===== config.mk =====
export PLATFORM = sky130hd
export DESIGN_NAME = fifo_uart_tx
export DESIGN_NICKNAME = d
export VERILOG_FILES = /design/src/rtl/fifo_uart_tx.sv
export SDC_FILE = /design/constraint.sdc
export NUM_CORES = 1
export LEC_CHECK = 0
export CORE_ASPECT_RATIO = 1.25
export CORE_MARGIN = 2
export CORE_UTILIZATION = 55
export DETAILED_ROUTE_END_ITERATION = 10
export HOLD_SLACK_MARGIN = 0.12
export PLACE_DENSITY_LB_ADDON = 0.2
export SETUP_SLACK_MARGIN = 0.5
export SLEW_MARGIN = 0
export SYNTH_ARGS = -nofsm -noshare
export SYNTH_HDL_FRONTEND = slang
export SYNTH_SLANG_ARGS = --single-unit
export TNS_END_PERCENT = 50

===== constraint.sdc =====
create_clock -name clk -period 2.85 [get_ports clk]
set_clock_uncertainty 0.2 [all_clocks]
set_input_delay 0.57 -clock clk [delete_from_list [all_inputs] [get_ports clk]]
set_output_delay 0.57 -clock clk [all_outputs]
set_load 0.01 [all_outputs]

===== src/rtl/fifo_uart_tx.sv =====
// FIFO-draining 8N1 UART transmitter. Pops one byte per frame from the FIFO
// read port and shifts it out LSB first. All outputs are registered.
module fifo_uart_tx #(
   parameter int CLKS_PER_BIT = 868,
   parameter int WIDTH        = 8
) (
   input  logic             clk,
   input  logic             rst,
   input  logic             fifo_empty,
   input  logic [WIDTH-1:0] fifo_dout,
   output logic             fifo_rd_en,
   output logic             tx,
   output logic             busy,
   output logic             tx_done
);

   // state   | meaning
   // S_IDLE  | line high, sampling fifo_empty each edge
   // S_FETCH | one-cycle FIFO read strobe
   // S_LOAD  | FIFO data valid, captured into shift at closing edge
   // S_START | start bit (tx=0) for CLKS_PER_BIT cycles
   // S_DATA  | WIDTH data bits, LSB first, CLKS_PER_BIT cycles each
   // S_STOP  | stop bit (tx=1); tx_done pulses on the way back to idle
   typedef enum logic [2:0] {
      S_IDLE, S_FETCH, S_LOAD, S_START, S_DATA, S_STOP
   } state_t;

   localparam int CNT_W = $clog2(CLKS_PER_BIT);
   localparam int IDX_W = $clog2(WIDTH);
   localparam logic [CNT_W-1:0] CNT_LAST = CNT_W'(CLKS_PER_BIT - 1);
   localparam logic [IDX_W-1:0] IDX_LAST = IDX_W'(WIDTH - 1);

   state_t           state, state_n;
   logic [CNT_W-1:0] baud_cnt, baud_cnt_n;
   logic [IDX_W-1:0] bit_idx, bit_idx_n;
   logic [WIDTH-1:0] shift, shift_n;
   logic             tx_n, rd_en_n, busy_n, done_n;
   logic             bit_end;

   assign bit_end = (baud_cnt == CNT_LAST);

   always_ff @(posedge clk or posedge rst) begin
      if (rst) begin
         state      <= S_IDLE;
         baud_cnt   <= '0;
         bit_idx    <= '0;
         shift      <= '0;
         tx         <= 1'b1;
         fifo_rd_en <= 1'b0;
         busy       <= 1'b0;
         tx_done    <= 1'b0;
      end else begin
         state      <= state_n;
         baud_cnt   <= baud_cnt_n;
         bit_idx    <= bit_idx_n;
         shift      <= shift_n;
         tx         <= tx_n;
         fifo_rd_en <= rd_en_n;
         busy       <= busy_n;
         tx_done    <= done_n;
      end
   end

   // Next-state and next-output logic; the baud counter falls back to 0
   // whenever it is not explicitly advanced.
   always_comb begin
      state_n    = state;
      baud_cnt_n = '0;
      bit_idx_n  = bit_idx;
      shift_n    = shift;
      tx_n       = tx;
      rd_en_n    = 1'b0;
      busy_n     = busy;
      done_n     = 1'b0;
      case (state)
         S_IDLE: begin
            tx_n   = 1'b1;
            busy_n = 1'b0;
            if (!fifo_empty) begin
               state_n = S_FETCH;
               rd_en_n = 1'b1;
               busy_n  = 1'b1;
            end
         end
         S_FETCH: begin
            state_n = S_LOAD;
            busy_n  = 1'b1;
         end
         S_LOAD: begin
            shift_n = fifo_dout;
            state_n = S_START;
            tx_n    = 1'b0;
         end
         S_START: begin
            if (bit_end) begin
               state_n   = S_DATA;
               bit_idx_n = '0;
               tx_n      = shift[0];
            end else begin
               baud_cnt_n = baud_cnt + CNT_W'(1);
            end
         end
         S_DATA: begin
            if (bit_end) begin
               shift_n = shift >> 1;
               if (bit_idx == IDX_LAST) begin
                  state_n = S_STOP;
                  tx_n    = 1'b1;
               end else begin
                  bit_idx_n = bit_idx + IDX_W'(1);
                  tx_n      = shift[1];
               end
            end else begin
               baud_cnt_n = baud_cnt + CNT_W'(1);
            end
         end
         S_STOP: begin
            if (bit_end) begin
               state_n = S_IDLE;
               busy_n  = 1'b0;
               done_n  = 1'b1;
               tx_n    = 1'b1;
            end else begin
               baud_cnt_n = baud_cnt + CNT_W'(1);
            end
         end
         default: begin
            state_n = S_IDLE;
            tx_n    = 1'b1;
            busy_n  = 1'b0;
         end
      endcase
   end

endmodule


==> flow_summary.json, run 1 <==
{
  "path_depth": 1,
  "maxSlewHeadroom_pct": 63.80,
  "holdPathStages": 1,
  "crit_arrival_ps": 1420,
  "p_per_area_nw_per_um2": 404.2,
  "report.final.slew_viol_count": 0,
  "critPathBufInv": 1,
  "start_kind": "flop",
  "min_period_ps": 2192,
  "drt-total-wl_um": 2420,
  "die_h_um": 60.06,
  "synth_edf_count": 0,
  "syn_nets": 150,
  "worst-setup-path-type": "reg2out",
  "clkTransAtPathRegs_ps": 150,
  "fin_util_pct": 65.26,
  "cts_root_buf": "clkbuf_4",
  "initial_utilization_pct": 57.55,
  "cts_tree": "done",
  "async_flop_share_pct": 100.0,
  "synth.distinct_cells": 39,
  "areaGrowthSynthToFinish_pct": 13.39,
  "fillers": 209,
  "antenna_found_initial": 0,
  "required_ps": 2080,
  "critPathTopFamily": "flip-flops",
  "wl_per_cell_um": 13.37,
  "grt_pass1_vias": 973,
  "track_usage_pct": 18.61,
  "crit_path_max_fanout": 3,
  "antenna_cells": 0,
  "syn_inst": 136,
  "h-tree-depth": 1,
  "worst_pin_slew_ps": 541.7,
  "finalSetupTns_ps": 0,
  "cts_hold_buf": 0,
  "status": "completed",
  "cts.sinks": 28,
  "fp.dieArea_um2": 2933,
  "ys_seq_area_share_pct": 50.77,
  "ios": 15,
  "grt_pass1_wl_um": 4043,
  "cts_buffers": 3,
  "fin_crit_sh_pct": 76.92,
  "avgSynthCellArea_um2": 10.17,
  "hpwlAfterDp_um": 1788,
  "multi_input_area_um2": 625.6,
  "worstSetupEndpointType": "output pin",
  "drcViolationCount": 0,
  "drive_above_1_share_pct": 9.459,
  "rows": 20,
  "clk-insertion-delay-late_ps": 330,
  "place_congestion": 0.8130,
  "rsz0062_at_grt": "no",
  "drv_cap": 0,
  "dr_total_vias": 1036,
  "worstPathCellList": "clkdlybuf4s50_1",
  "fin_nets": 163,
  "rr_worst_depth": 6,
  "viasPerCell": 5.724,
  "synth_seq_cells": 28,
  "fmax_ghz": 0.4562,
  "coreArea_um2": 2402,
  "fp.dieW_um": 48.85,
  "cpMaxStageDelayCell": "dfstp_2",
  "synthesis.area_um2": 1383,
  "drt_iter0_markers": 20,
  "cts_max_path_buffers": 2,
  "antenna_left": 0,
  "ff_latch_area_um2": 701.9,
  "synthFlopType": "dfrtp_1",
  "p_leak_nw": 0.7602,
  "cpPeakStageDelay_ps": 560,
  "drt_first_pass_iters": 4,
  "hold_viol_final": 0,
  "hold_path.class": "reg2reg",
  "overflow": 0,
  "numPortBuffers": 14,
  "ys_warn_count": 0,
  "grt_max_degree": 18,
  "peakVddDrop_mv": 0.2972,
  "setup_viol_count_final": 0
}
==> cell usage after synthesis, types with 2 or more instances <==
cell,number,area [µm²]
dfrtp_1,27,675.7
nor2_1,23,86.33
a21oi_1,12,60.06
nand2_1,7,26.28
mux2i_1,6,60.06
nand3_1,6,30.03
xor2_1,6,52.55
inv_1,4,15.01
nor3_1,4,20.02
ha_1,3,37.54
a22o_1,2,17.52
and3_1,2,12.51
and3_2,2,15.01
buf_2,2,10.01
buf_6,2,22.52
clkbuf_1,2,7.510
nor3b_1,2,15.01
o21ai_0,2,10.01
xnor2_1,2,17.52
==> report_power, final <==
| group | total (mW) | switching, mW | internal [mW] |
|---|---|---|---|
| registers | 0.406 | 0.00325 | 0.403 |
| logic | 0.0329 | 0.0149 | 0.0180 |
| clock network | 0.194 | 0.116 | 0.0783 |
==> path summary, 6_finish.rpt <==
kind                               endpoint  slack (ps)         from
worst max-delay path                     tx         660           tx
worst min-delay path            baud_cnt[0]         290  baud_cnt[0]
worst max register to register     shift[6]         700  baud_cnt[0]
worst min register to register  baud_cnt[0]         290  baud_cnt[0]
max in group asynchronous          shift[6]        1560          rst
min in group asynchronous       baud_cnt[4]         310          rst
==> stage by stage <==
| step | std cells | total power, mW | setup slack (ps) | hold WS (ps) | cell area (µm²) |
|---|---|---|---|---|---|
| final | 181 | 0.6336 | 657.8 | 294.7 | 1568 |
| after global routing | 181 | 0.6644 | 527.6 | 319.7 | 1568 |
| after CTS | 181 | 0.6422 | 620.2 | 296.5 | 1560 |
| after detailed placement | 177 | 0.4476 | 627.0 | 277.1 | 1524 |
| after global placement | 177 | 0.4462 | 715.2 | 259.7 | 1524 |
| after floorplan | 136 | 0.4277 | 841.8 | 243.0 | 1383 |
==> logic make-up (layout without fill, tap and decap cells) <==
family | after synthesis | after routing | share of synthesized area (%)
compound gates | 22 | 22 | 10.59
xor+xnor | 8 | 8 | 5.068
fa+ha+maj | 3 | 3 | 2.715
flops | 28 | 28 | 50.77
simple gates | 57 | 57 | 21.18
mux | 7 | 7 | 5.158
buf+inv | 11 | 23 | 4.525
==> timing repair <==
item                                    in CTS  in global routing
endpoints found under the setup margin       0                  7
setup buffers                                0                  0
endpoints found under the hold margin        0                  0
resized for setup                            0                  1
==> layout make-up <==
cell class | instances | area share, %
multi-input cells | 97 | 39.90
flip-flops and latches | 28 | 44.77
clock buffers | 4 | 2.314
inverters | 4 | 0.9577
repair buffers | 15 | 9.417
well taps | 33 | 2.634
==> state kept, by name, indices dropped and copies added, names as in the netlist <==
name and count:
tx_done 1, busy 1, shift 8, bit_idx 3, fifo_rd_en 1, tx 1, baud_cnt 10, state 3
==> metal layers <==
layer	GRT usage, %	share of wire [%]	vias to the layer above
li1	-	-	497
met1	19.44	44	507
met2	33.86	48	24
met3	3.000	3.2	8
met4	14.29	4.0	0
met5	0	0	-
==> layout by cell type (no fill, tap or decap), types with 4 or more instances in the layout <==
master | netlist | final
inv_1 | 4 | 4
nand2_1 | 7 | 7
a21oi_1 | 12 | 12
nand3_1 | 6 | 6
nor3_1 | 4 | 4
nor2_1 | 23 | 23
xor2_1 | 6 | 6
mux2i_1 | 6 | 6
dfrtp_1 | 27 | 27
clkdlybuf4s50_1 | 0 | 14
No activity file was read; power rests on OpenSTA's default activity.
==> inputs of run 2 (changes only) <==
--- a/config.mk
+++ b/config.mk
@@ -7,7 +7,7 @@
 export LEC_CHECK = 0
 export CORE_ASPECT_RATIO = 1.25
 export CORE_MARGIN = 2
-export CORE_UTILIZATION = 55
+export CORE_UTILIZATION = 49
 export DETAILED_ROUTE_END_ITERATION = 10
 export HOLD_SLACK_MARGIN = 0.12
 export PLACE_DENSITY_LB_ADDON = 0.2
==> constraint.sdc (replaced) <==
create_clock -name clk -period 1.9 [get_ports clk]
set_clock_uncertainty 0.2 [all_clocks]
set_input_delay 0.38 -clock clk [delete_from_list [all_inputs] [get_ports clk]]
set_output_delay 0.38 -clock clk [all_outputs]
set_load 0.01 [all_outputs]
==> flow_summary.json, run 2 (synthesis gave the netlist of run 1 again) <==
{
  "status": "completed",
  "areaGrowthSynthToFinish_pct": 35.57,
  "drt_first_pass_iters": 4,
  "finalPower_mw": 0.9765,
  "antenna_found_initial": 0,
  "multi_input_area_um2": 757.0,
  "setup_viol_count_final": 0,
  "die_h_um": 63.39,
  "sw_frac_of_total_pct": 22.90,
  "hpwlAfterDp_um": 1857,
  "layout_common_cells": "dfrtp_1 (27), buf_4 (16), nor2_1 (14)",
  "drv_cap": 0,
  "crit_path_max_fanout": 3,
  "dp_cells": 187,
  "cts_buffers": 3,
  "ios": 15,
  "min_period_ps": 1863,
  "viasPerCell": 5.647,
  "grt_pass1_vias": 1168,
  "dpl_cell_area_um2": 1625,
  "finalNonFillerCells": 201,
  "hold_path.class": "in2async",
  "rsz0062_at_grt": "yes",
  "cpMaxStageDelayCell": "dfrtp_1",
  "ff_latch_area_um2": 701.9,
  "worst_pin_slew_ps": 369.3,
  "p_sw_mw": 0.2236,
  "rows": 21,
  "track_usage_pct": 19.83,
  "largest_register_ffs": 10,
  "finalSetupTns_ps": 0,
  "numPortBuffers": 14,
  "fp.dieArea_um2": 3265,
  "coreArea_um2": 2680,
  "required_ps": 1950,
  "grt_max_degree": 29,
  "fin_crit_sh_pct": 98.05,
  "clkTransAtPathRegs_ps": 160,
  "finalWorstSetupSlack_ps": 37.13,
  "worstSetupEndpointType": "flop",
  "worst-setup-path-type": "reg2reg",
  "top_register": "baud_cnt",
  "cts.sinks": 28,
  "start_kind": "flop",
  "place_ws_ps": 41.83,
  "antenna_cells": 0,
  "p_leak_nw": 0.8682,
  "fp.dieW_um": 51.51,
  "wl_per_cell_um": 14.84,
  "initial_utilization_pct": 51.59,
  "drt-total-wl_um": 2983,
  "p_per_area_nw_per_um2": 521.0,
  "grt_pass1_wl_um": 5002,
  "drcViolationCount": 0,
  "cpPeakStageDelay_ps": 420,
  "p_int_mw": 0.7529,
  "place_congestion": 0.7941,
  "peakVddDrop_mv": 0.5084,
  "crit_arrival_ps": 1910,
  "report.final.slew_viol_count": 0,
  "power_frac_seq_pct": 62.6,
  "final_cell_area_um2": 1874,
  "drt_iter0_markers": 35,
  "reg_top3": "baud_cnt: 10 flops, shift: 8 flops",
  "drive_above_1_share_pct": 34.13,
  "dr_total_vias": 1135,
  "fin_nets": 182,
  "fillers": 207,
  "overflow": 0,
  "p_clk_share_pct": 31.8,
  "hold_viol_final": 0,
  "h-tree-depth": 1,
  "cts_max_path_buffers": 2,
  "fmax_ghz": 0.5368,
  "cts_hold_buf": 0,
  "cts_tree": "done",
  "pwr-share-comb_pct": 5.6,
  "cts_root_buf": "clkbuf_4",
  "worstPathCellList": "ha_4, and4b_1, nand4_1, buf_4, buf_4, a21oi_2, o22ai_1",
  "critical_path.most_common_cell": "buf_4",
  "clk-insertion-delay-late_ps": 350,
  "antenna_left": 0,
  "maxSlewHeadroom_pct": 75.33,
  "whs_ps": 160.5,
  "fin_util_pct": 69.93,
  "final_common_cell": "dfrtp_1"
}
==> run 2: critical path: cells and delay by family (launching register included) <==
family                     cells  cell delay, ps
AOI/OAI and AO/OA              2             200
adders and majority gates      1             150
buffers and inverters          2             370
DFF                            1             420
and+or+nand+nor                2             420
==> run 2: final timing paths <==
kind / slack [ps] / start / cells after the start / to
max: 40 / baud_cnt[1] / 7 / state[0]
min: 160 / rst / 3 / baud_cnt[6]
max reg2reg: 40 / baud_cnt[1] / 7 / state[0]
min reg2reg: 330 / bit_idx[1] / 1 / bit_idx[1]
max in group asynchronous: 1040 / rst / 3 / tx
min in group clk: 330 / bit_idx[1] / 1 / bit_idx[1]
==> run 2: cell type report <==
class                           instances  area share, %
Multi-Input combinational cell         97          40.39
Inverter                                4         0.8011
Timing Repair Buffer                   34          17.16
Sequential cell                        28          37.45
Clock buffer                            4          1.936
Tap cell                               34          2.270
==> run 2: what timing repair did <==
action,4_1_cts,5_1_grt
pin swaps,10,5
gates resized for setup,25,15
hold endpoints to repair,0,0
setup buffers,6,3
endpoints found under the setup margin,31,31
gates cloned,1,0
==> run 2: power by group through the flow <==
stage | sequential [mW] | clock, mW | combinational (mW)
floorplan | 0.619 | 0 | 0.0234
global placement | 0.621 | 0 | 0.0500
detailed placement | 0.621 | 0 | 0.0517
CTS | 0.611 | 0.305 | 0.0533
global route | 0.612 | 0.329 | 0.0623
finish | 0.611 | 0.310 | 0.0550
==> run 2: metal layers <==
| layer | vias to the layer above | wire length (µm) | track usage (%) |
|---|---|---|---|
| li1 | 537 | - | - |
| met1 | 565 | 1221 | 23.02 |
| met2 | 29 | 1603 | 36.38 |
| met3 | 4 | 110 | 2.607 |
| met4 | 0 | 48 | 6.579 |
| met5 | - | 0 | 0 |
